[config.mk]
export PLATFORM = sky130hd
export DESIGN_NAME = binning_sequencer
export DESIGN_NICKNAME = d
export VERILOG_FILES = /design/src/rtl/binning_pkg.sv /design/src/rtl/strobe_delay_line.sv /design/src/rtl/binning_sequencer.sv
export SDC_FILE = /design/constraint.sdc
export NUM_CORES = 1
export LEC_CHECK = 0
export BUFFER_PORTS_ARGS = -buffer_cell sky130_fd_sc_hd__buf_2
export CAP_MARGIN = 20
export CORE_ASPECT_RATIO = 0.6
export CORE_MARGIN = 3
export CORE_UTILIZATION = 45
export DETAILED_ROUTE_END_ITERATION = 8
export PLACE_DENSITY = 0.73
export SLEW_MARGIN = 20
export SYNTH_ARGS = -nofsm -noshare
export SYNTH_HDL_FRONTEND = slang
export SYNTH_SLANG_ARGS = --single-unit
[constraint.sdc]
create_clock -name clk_in -period 2.15 [get_ports clk_in]
set_input_delay 0 -clock clk_in [delete_from_list [all_inputs] [get_ports clk_in]]
set_output_delay 0 -clock clk_in [all_outputs]
set_load 0.1 [all_outputs]
[src/rtl/binning_pkg.sv]
// binning_pkg: shared sequencer state type, kernel default and derived widths for the binning datapath
package binning_pkg;
   typedef enum logic [1:0] {IDLE, ARMED, RUN} seq_state_t;
   localparam int KERNEL_SIZE_DEF = 4;
   function automatic int bin_width(input int res, input int k);
      return $clog2(res) - $clog2(k);
   endfunction
endpackage

[src/rtl/strobe_delay_line.sv]
// strobe_delay_line: DEPTH-stage register shift of a packed payload, synchronous active-low reset
module strobe_delay_line #(
   parameter int DEPTH = 2,
   parameter type T = logic
) (
   input  logic clk_in,
   input  logic rst_in,
   input  T     d_in,
   output T     q_out
);
   T stage [DEPTH];
   always_ff @(posedge clk_in)
      if (!rst_in)
         for (int i = 0; i < DEPTH; i++) stage[i] <= '0;
      else begin
         stage[0] <= d_in;
         for (int i = 1; i < DEPTH; i++) stage[i] <= stage[i-1];
      end
   assign q_out = stage[DEPTH-1];
endmodule

[src/rtl/binning_sequencer.sv]
// binning_sequencer: frame gating, one-hot line-buffer write rotation and
// read-latency-matched accumulate/emit/frame_done strobes for K x K binning
module binning_sequencer
   import binning_pkg::*;
#(
   parameter int HRES         = 1280,
   parameter int VRES         = 720,
   parameter int KERNEL_SIZE  = KERNEL_SIZE_DEF,
   parameter int READ_LATENCY = 2
) (
   input  logic                                          clk_in,
   input  logic                                          rst_in,
   input  logic                                          start_in,
   input  logic                                          stop_in,
   input  logic [$clog2(HRES)-1:0]                       hcount_in,
   input  logic [$clog2(VRES)-1:0]                       vcount_in,
   input  logic                                          data_valid_in,
   output logic [KERNEL_SIZE-1:0]                        line_we_out,
   output logic                                          acc_en_out,
   output logic                                          emit_out,
   output logic [bin_width(HRES, KERNEL_SIZE)-1:0]       hcount_out,
   output logic [bin_width(VRES, KERNEL_SIZE)-1:0]       vcount_out,
   output logic                                          frame_done_out,
   output logic                                          busy_out
);
   localparam int HW = $clog2(HRES);
   localparam int VW = $clog2(VRES);
   localparam int LK = $clog2(KERNEL_SIZE);
   localparam int BH = bin_width(HRES, KERNEL_SIZE);
   localparam int BV = bin_width(VRES, KERNEL_SIZE);

   typedef struct packed {
      logic          valid;
      logic          row_last;
      logic          col_last;
      logic          last;
      logic [BH-1:0] hbin;
      logic [BV-1:0] vbin;
   } strobe_t;

   seq_state_t state, state_nxt;
   logic stop_pending, at_origin, at_last, proc, new_row;
   logic [KERNEL_SIZE-1:0] row_ptr, row_cur;
   logic [VW-1:0] prev_v;
   strobe_t strobe_d, strobe_q;

   assign at_origin = hcount_in == '0 && vcount_in == '0;
   assign at_last   = hcount_in == HW'(HRES - 1) && vcount_in == VW'(VRES - 1);
   assign proc      = data_valid_in && (state == RUN || (state == ARMED && at_origin && !stop_in));
   assign new_row   = vcount_in != prev_v;
   // row 0 of a frame always restarts at buffer 0 rather than rotating
   assign row_cur   = (at_origin || (new_row && vcount_in == '0)) ? KERNEL_SIZE'(1) :
                      new_row ? {row_ptr[KERNEL_SIZE-2:0], row_ptr[KERNEL_SIZE-1]} : row_ptr;

   always_ff @(posedge clk_in)
      if (!rst_in) begin
         state        <= IDLE;
         stop_pending <= 1'b0;
      end else begin
         state        <= state_nxt;
         stop_pending <= state_nxt != IDLE && (stop_pending || stop_in);
      end

   always_ff @(posedge clk_in)
      if (!rst_in) begin
         row_ptr <= KERNEL_SIZE'(1);
         prev_v  <= '0;
      end else if (data_valid_in) begin
         row_ptr <= row_cur;
         prev_v  <= vcount_in;
      end

   always_comb begin
      state_nxt = state;
      case (state)
         IDLE:    state_nxt = start_in ? ARMED : IDLE;
         ARMED:   state_nxt = stop_in ? IDLE : proc ? RUN : ARMED;
         RUN:     state_nxt = (data_valid_in && at_last && (stop_pending || stop_in)) ? IDLE : RUN;
         default: state_nxt = IDLE;
      endcase
   end

   always_comb begin
      line_we_out = proc ? row_cur : '0;
      busy_out    = state != IDLE;
   end

   assign strobe_d = '{valid:    proc,
                       row_last: &vcount_in[LK-1:0],
                       col_last: &hcount_in[LK-1:0],
                       last:     at_last,
                       hbin:     hcount_in[HW-1:LK],
                       vbin:     vcount_in[VW-1:LK]};

   strobe_delay_line #(.DEPTH(READ_LATENCY), .T(strobe_t)) u_delay (
      .clk_in (clk_in),
      .rst_in (rst_in),
      .d_in   (strobe_d),
      .q_out  (strobe_q)
   );

   assign acc_en_out     = strobe_q.valid && strobe_q.row_last;
   assign emit_out       = acc_en_out && strobe_q.col_last;
   assign hcount_out     = emit_out ? strobe_q.hbin : '0;
   assign vcount_out     = emit_out ? strobe_q.vbin : '0;
   assign frame_done_out = strobe_q.valid && strobe_q.last;
endmodule

=== After elaboration in Yosys (flattened, before gate mapping) ===
Memory sizes are Yosys's and may differ from the RTL's.
Index checks and enable logic that the tools add are counted.
Widths: inputs -> output; s select.

* Eq/ne operators: 5
* Multiplexer cells: 14
* Bitwise gates (word level): 2
* Reduce and logical (&&, ||, !) cells: 23

{| class="wikitable"
|+ Operators with widths
! cell !! count
|-
| $mux 21 || 2
|-
| $logic_and 1x1->1 || 12
|-
| $mux 4 || 3
|-
| $eq 11x11->1 const B || 1
|-
| $logic_not 11->1 || 1
|-
| $eq 10x10->1 const B || 1
|-
| $logic_not 10->1 || 1
|-
| $ne 10x10->1 || 1
|-
| $mux 9 || 1
|-
| $mux 8 || 1
|-
| $mux 2 || 3
|-
| $pmux 2 s3 || 1
|-
| $reduce_and 2->1 || 2
|-
| $reduce_bool 2->1 || 2
|-
| $logic_or 1x1->1 || 3
|-
| $mux 1 || 3
|-
| $eq 2x1->1 const B || 1
|-
| $eq 2x2->1 const B || 1
|-
| $logic_not 2->1 || 1
|-
| $or 1x1->1 || 2
|-
| $logic_not 1->1 || 1
|}

* Bits in registers: 17
* RAM bits: 42
* Input bits: 26
* Logic and storage cells: 49
* Memories: 1

{| class="wikitable"
|+ Memories
! memory !! depth !! bits a word !! rd ports !! clocked after memory_dff !! write ports !! line !! text
|-
| u_delay.stage || 2 || 21 || 2 || 0 || 2 || strobe_delay_line.sv:11 || <nowiki>T stage [DEPTH];</nowiki>
|}

=== Longest topological paths before layout ===
Gate-level depths: netlist of the first run.

* Word-level depth: 11
* Depth in mapped cells: 5
* Mapped depth without buffers: 5

=== Hierarchy ===
Synthesis of the first run repeated with hierarchy kept, for this count alone.

* Cell total of the unflattened synthesis: 253
* Area, all modules: 2552.4 µm²

{| class="wikitable"
|+ Modules (own cells, without submodules)
! module !! times used !! cells each !! area each (µm²) !! seq. area each (µm²)
|-
| strobe_delay_line || 1 || 109 || 1333.8 || 840.8
|-
| binning_sequencer || 1 || 144 || 1218.7 || 340.3
|}

=== Worst setup path before layout of the first run ===
OpenSTA, ideal clock, no wires.

* Path type: reg-to-output
* Start point: reg prev_v[6]
* End point: out line_we_out[0]
* Data arrival time: 2.878 ns
* Data required time: 2.150 ns
* Setup slack: -0.728 ns
* Cell stages (with the launch flop): 6
* Path buffers: 0
* Path through: dfxtp_1 > xor2_1 > nor4_2 > nand4_2 > and3_1 > nor4b_2

* Cells in the longest elaborated chain, start to end: 5
* Elaborated cells between the ends (all ways): 6

{| class="wikitable"
|+ RTL lines
! item !! line !! text
|-
| start: declaration || binning_sequencer.sv:44 || <nowiki>logic [VW-1:0] prev_v;</nowiki>
|-
| start signal: assignment || binning_sequencer.sv:70 || <nowiki>prev_v <= vcount_in;</nowiki>
|-
| $ne 10x10->1 * || binning_sequencer.sv:50 || <nowiki>assign new_row = vcount_in != prev_v;</nowiki>
|-
| $logic_and 1x1->1 || binning_sequencer.sv:52 || <nowiki>assign row_cur = (at_origin || (new_row && vcount_in == '0)) ? KERNEL_SIZE'(1) :</nowiki>
|-
| $logic_or 1x1->1 || binning_sequencer.sv:52 ||
|-
| $mux 4 * || binning_sequencer.sv:52 ||
|-
| $mux 4 * || binning_sequencer.sv:84 || <nowiki>line_we_out = proc ? row_cur : '0;</nowiki>
|-
| end: declaration || binning_sequencer.sv:18 || <nowiki>output logic [KERNEL_SIZE-1:0] line_we_out,</nowiki>
|}

Mark *: on every way between the ends. The rest lies on a longest branch, timed or not.

=== Worst setup path after layout of the first run ===
* Start point: reg prev_v[9]
* End point: out line_we_out[0]

The elaborated chain is that of the path after synthesis.

==> results of run 1 <==
-- registers in the layout (all words and copies together), names as in the netlist --
name	count
u_delay.stage	42
stop_pending	1
state	2
row_ptr	4
prev_v	10
-- power by group through the flow --
stage | Combinational [mW] | Sequential [mW] | Clock [mW]
global placement | 0.156 | 1.18 | 0
global route | 0.212 | 1.17 | 1.12
finish | 0.192 | 1.16 | 1.05
floorplan | 0.101 | 1.18 | 0
CTS | 0.190 | 1.16 | 1.08
detailed placement | 0.158 | 1.19 | 0
-- cell families (layout without fill, tap and decap cells) --
family | after synthesis | count (layout) | share of synthesized area [%]
AOI/OAI and AO/OA | 16 | 16 | 5.543
xor gates and xnor gates | 10 | 10 | 4.000
buffers and inverters | 14 | 95 | 2.457
DFF | 59 | 59 | 53.94
muxes | 10 | 10 | 4.572
and+or+nand+nor | 105 | 105 | 29.49
-- area by class of cell --
| type | instances | area, sq um | share of cell area [%] |
|---|---|---|---|
| clock buffers | 11 | 131.4 | 4.377 |
| multi-input cells | 141 | 984.7 | 32.81 |
| repair buffers | 75 | 535.5 | 17.84 |
| flip-flops and latches | 59 | 1182 | 39.39 |
| well taps | 60 | 75.07 | 2.501 |
| inverters | 4 | 15.01 | 0.5002 |
| clock inverters | 5 | 77.57 | 2.584 |
-- layer usage --
metal | routed length (microns) | vias to the layer above
li1 | - | 869
met1 | 2131 | 733
met2 | 1885 | 60
met3 | 421 | 4
met4 | 33 | 0
met5 | 0 | -
-- worst max-delay path by stage --
stage / from / slack (ns) / to / cells past startpoint
floorplan: prev_v[6] / -0.11 / line_we_out[0] / 5
global placement: prev_v[6] / 0.35 / line_we_out[1] / 6
detailed placement: prev_v[6] / 0.31 / line_we_out[1] / 6
CTS: prev_v[6] / 0.004 / line_we_out[0] / 6
global route: prev_v[9] / -0.04 / line_we_out[0] / 6
finish: prev_v[9] / 0.08 / line_we_out[0] / 6
-- what timing repair did --
action | in CTS | in global routing
setup buffers | 0 | 1
gates cloned | 0 | 0
hold endpoints to repair | 27 | 0
pin swaps | 1 | 7
resized for setup | 3 | 6
hold buffers | 22 | 0
setup endpoints to repair | 3 | 3
-- Yosys cell counts --
cell type / number
nor4_1: 3
buf_2: 1
xnor2_1: 2
nor3_1: 5
nand3_1: 3
a21boi_1: 1
and3b_1: 2
and4_1: 1
nand4_2: 1
nor2_1: 15
o21ai_0: 2
xor2_1: 8
o211ai_1: 1
a21oi_1: 2
a32o_1: 3
o21a_1: 1
o21ai_1: 1
dfxtp_1: 59
nand4_1: 4
nor3_2: 1
and2_2: 1
o21ai_2: 1
nor2_2: 1
a32oi_1: 1
clkbuf_1: 9
nor2b_1: 1
a22o_1: 3
mux2i_1: 10
nor3b_1: 1
and3_1: 4
nor4_2: 2
and2_1: 56
or2_2: 1
nand2_1: 2
inv_1: 4
nor4b_2: 1
-- worst register-to-register path: cells and delay by family (launching register included) --
family           cells  cell delay, ns
AND/OR/NAND/NOR      3            0.81
flip-flops           1            0.34
AO/OA/AOI/OAI        1            0.21
XOR/XNOR             1            0.15
==> flow_metrics.tcl, run 1 <==
set metrics [dict create \
    grt_pass1_vias 1545 \
    syn_area_per_cell_sq_um 10.23 \
    r2r_slack_ns 0.53 \
    status "finished, final reports clean" \
    intPower_mw 1.888 \
    setup_tns_ns 0 \
    port_buffers 50 \
    yosysWarnings 0 \
    fin_crit_sh_pct 96.29 \
    slew_violations 0 \
    nFillCells 364 \
    switching_share_pct 21.50 \
    die_w_microns 96.06 \
    critPathTopFamily "simple AND/OR/NAND/NOR gates" \
    final_core_util_pct 68.35 \
    hold_violations 0 \
    synth_top_cell_by_area "dfxtp_1" \
    die_area_sq_um 5766 \
    h-tree-depth 3 \
    met1_usage_pct 21.85 \
    cts_tree "yes" \
    path_clk_slew_ns 0.06 \
    maxCapViolCount 0 \
    place_hpwl_mm 3.022 \
    grt-ovfl-total 0 \
    n_antenna_cell 0 \
    clock_latency_ns 0.33 \
    grt_usage_pct 17.10 \
    num_vias 1666 \
    syn_inst 214 \
    critPathLaunchType "flip-flop" \
    worstPathRequired_ns 2.15 \
    synth.distinct_cells 36 \
    initial_core_util_pct 49.86 \
    dieHeight_microns 60.03 \
    gr-usage-met3_pct 8.050 \
    pwr-share-comb_pct 8.0 \
    placed_area_sq_um 2530 \
    totalWireLength_mm 4.471 \
    use_met2_pct 25.02 \
    period_needed_ns 2.070 \
    wl_per_cell_microns 12.59 \
    critPathBufInv 1 \
    setup_violations 0 \
    clock_sinks 59 \
    finalNonFillerCells 355 \
    dp_slack_ns 0.3135 \
    drt_iter0_drc 72 \
    rsz0062_at_grt "yes" \
    grt_max_degree 27 \
    layout_common_cells "58 x dfxtp_1, 56 x and2_1, 46 x buf_2" \
    worst_path_max_delay_cell "dfxtp_2" \
    final_area_sq_um 3002 \
    r2r_cells 5 \
    syn_nets 240 \
    worst_slew_pin_slew_ns 0.4922 \
    p_clk_share_pct 43.6 \
    numCtsBuffers 9 \
    path_cells "xor2_2, nor4_2, nand4_2, and3_4, nor4b_4, buf_12" \
    finClkSkew_ns 0.002408 \
    criticalPathCategory "flip-flop to output port" \
    finalNetCount 316 \
    setup_ws_ns 0.07979 \
    p_total_mw 2.405 \
    holdPathEnd "prev_v[0]" \
    antenna_left 0 \
    worstReg2RegStart "prev_v[9]" \
    fmax_mhz 483.0 \
    crit_arrival_ns 2.07 \
    grt_most_used_layer "met2" \
    critPathMaxFanout 6 \
    layout_commonest_cell "dfxtp_1" \
    layout-drive-gt1-share_pct 27.12 \
    fp-row-count 18 \
    clk_path_buf_depth 2 \
    coreArea_sq_um 4392 \
    p_per_area_nw_per_um2 801.2 \
    switchingPower_uw 517.2 \
    seq_power_share_pct 48.4 \
    cp_slowest_stage_delay_ns 0.34 \
    pin_count 51 \
    gp_congestion 0.7641 \
    antenna_found_initial 0 \
    syn_to_final_growth_pct 37.09 \
    holdPathStages 3 \
    ys_ff_latch 59 \
    cts_root_buf "clkbuf_8" \
    ys_seq_area_share_pct 53.94 \
    min_from "vcount_in[0]" \
    placed_cells 316 \
    grt_pass1_wl_mm 7.134 \
    worstSetupEndpointType "output port" \
    reg2reg_to "row_ptr[3]" \
    ir_drop_mv 0.4907 \
    dr.pass1.iters 4 \
    syn-cell-area_sq_um 2190 \
    hold-worst-slack_ns 0.03250 \
    slew_headroom_pct 67.41 \
    via_per_inst 4.693 \
    hold_class "primary input to flip-flop" \
    leakage_nw 1.373 \
    synth_top_area_share_pct 53.94 \
    drcViolationCount 0 \
    synth.area.top_cells "dfxtp_1 54%, and2_1 16%, mux2i_1 4.6%, xor2_1 3.2%, nor2_1 2.6%" \
]
No activity file was read; power rests on OpenSTA's default activity.
==> run 2: changes to the inputs <==
clock period = 1.91 ns   (was 2.15 ns; I/O delays follow)
==> flow_metrics.tcl, run 2 (synthesis gave the netlist of run 1 again) <==
set metrics [dict create \
    drcViolationCount 0 \
    critPathTopFamily "simple AND/OR/NAND/NOR gates" \
    hold-worst-slack_ns 0.03302 \
    finalNetCount 317 \
    reg.largest.list "u_delay.stage (42), prev_v (10), row_ptr (4)" \
    drt_iter0_drc 85 \
    worstReg2RegStart "prev_v[9]" \
    via_per_inst 4.780 \
    grt-ovfl-total 0 \
    setup_ws_ns -0.1267 \
    clk_path_buf_depth 2 \
    fmax_mhz 491.0 \
    crit_arrival_ns 2.04 \
    multiInputGateArea_sq_um 984.7 \
    totalWireLength_mm 4.807 \
    setup_violations 4 \
    status "finished with violations" \
    hold_violations 0 \
    initial_core_util_pct 49.86 \
    antenna_found_initial 0 \
    period_needed_ns 2.037 \
    criticalPathCategory "flip-flop to output port" \
    numCtsBuffers 9 \
    die_w_microns 96.06 \
    nFillCells 353 \
    layout-drive-gt1-share_pct 32.20 \
    gp_congestion 0.8077 \
    wl_per_cell_microns 13.54 \
    critPathLaunchType "flip-flop" \
    clock_sinks 59 \
    p_per_area_nw_per_um2 979.7 \
    h-tree-depth 3 \
    leakage_nw 1.409 \
    coreArea_sq_um 4392 \
    min_from "vcount_in[7]" \
    grt_usage_pct 18.74 \
    finalNonFillerCells 355 \
    violations "negative setup slack" \
    cp_slowest_stage_delay_ns 0.33 \
    grt_max_degree 41 \
    cts_tree "yes" \
    rsz0062_at_grt "yes" \
    dr.pass1.iters 4 \
    grt_pass1_vias 1581 \
    fin_crit_sh_pct 106.6 \
    hold_class "primary input to flip-flop" \
    finClkSkew_ns 0.005271 \
    antenna_left 0 \
    path_clk_slew_ns 0.06 \
    critPathBufInv 1 \
    worstPathRequired_ns 1.91 \
    path_cells "xor2_1, nor4_2, nand4_2, and3b_1, a22o_2, buf_12" \
    slew_headroom_pct 66.44 \
    layout_common_cells "56 x dfxtp_1, 47 x and2_1, 46 x buf_2" \
    worstSetupEndpointType "output port" \
    slew_violations 0 \
    num_vias 1697 \
    worst_slew_pin_slew_ns 0.5023 \
    n_antenna_cell 0 \
    pin_count 51 \
    ir_drop_mv 0.6624 \
    layout_commonest_cell "dfxtp_1" \
    die_area_sq_um 5766 \
    clock_latency_ns 0.33 \
    dieHeight_microns 60.03 \
    syn_to_final_growth_pct 40.80 \
    grt_pass1_wl_mm 7.721 \
    crit_start "prev_v[9]" \
    cts_root_buf "clkbuf_8" \
    largest_reg_flops 42 \
    fp-row-count 18 \
    top_register "u_delay.stage" \
    setup_tns_ns -0.4909 \
    maxCapViolCount 0 \
    seq_area_sq_um 1185 \
    port_buffers 50 \
    place_hpwl_mm 3.103 \
    placed_cells 317 \
    worst_path_max_delay_cell "dfxtp_2" \
    critPathMaxFanout 5 \
]
[run 2: cell types whose count changed in the layout (fill, tap and decap cells not counted), moves of 3 or more]
cell / previous run / this run
and2_1: 56 / 47
and2_2: 1 / 10
a22o_1: 3 / 0
a22o_2: 0 / 3
[run 2: per-stage QoR]
step,instance area (sq um),power (mW),worst slack [ns],utilization [%]
after detailed placement,2587,1.517,0.2147,58.92
after CTS,3080,3.055,-0.1477,70.14
after global placement,2587,1.512,0.2429,58.92
after global routing,3083,3.143,-0.2302,70.20
after floorplan,2220,1.443,-0.2497,-
final,3083,3.020,-0.1267,70.20
[run 2: what timing repair did]
item	4_1_cts	5_1_grt
endpoints found under the hold margin	28	0
setup buffers	1	0
hold buffers	22	0
setup endpoints to repair	4	6
resized for setup	2	2
pin swaps	1	0
[run 2: where the power goes]
group	internal, mW	switching, mW	total [mW]
sequential	1.29	0.0213	1.31
clock	1.02	0.467	1.49
combinational	0.108	0.111	0.220
total	2.42	0.600	3.02
[run 2: per-layer routing]
layer	GRT usage, %	share of wire [%]	up-vias
met3	9.308	7.2	8
li1	-	-	870
met1	25.76	49	768
met5	0	0	-
met2	25.02	42	51
met4	6.883	1.3	0
[run 2: final cells by class]
type,count,area share (%)
Clock buffer,10,4.464
Clock inverter,5,4.058
Inverter,4,0.4870
Multi-Input combinational cell,141,31.94
Sequential cell,59,38.43
Tap cell,60,2.435
Timing Repair Buffer,76,18.18
[run 2: final timing paths]
kind / end / slack [ns] / depth (start not counted)
max: line_we_out[3] / -0.13 / 6
min: u_delay.stage[0][5] / 0.03 / 3
max reg2reg: row_ptr[1] / 0.18 / 6
min reg2reg: u_delay.stage[0][41] / 0.43 / 1
[run 2: tightest hold or removal path, cell delays in order]
cell and delay, ns:
buf_2 0.09, buf_4 0.13, and2_1 0.11
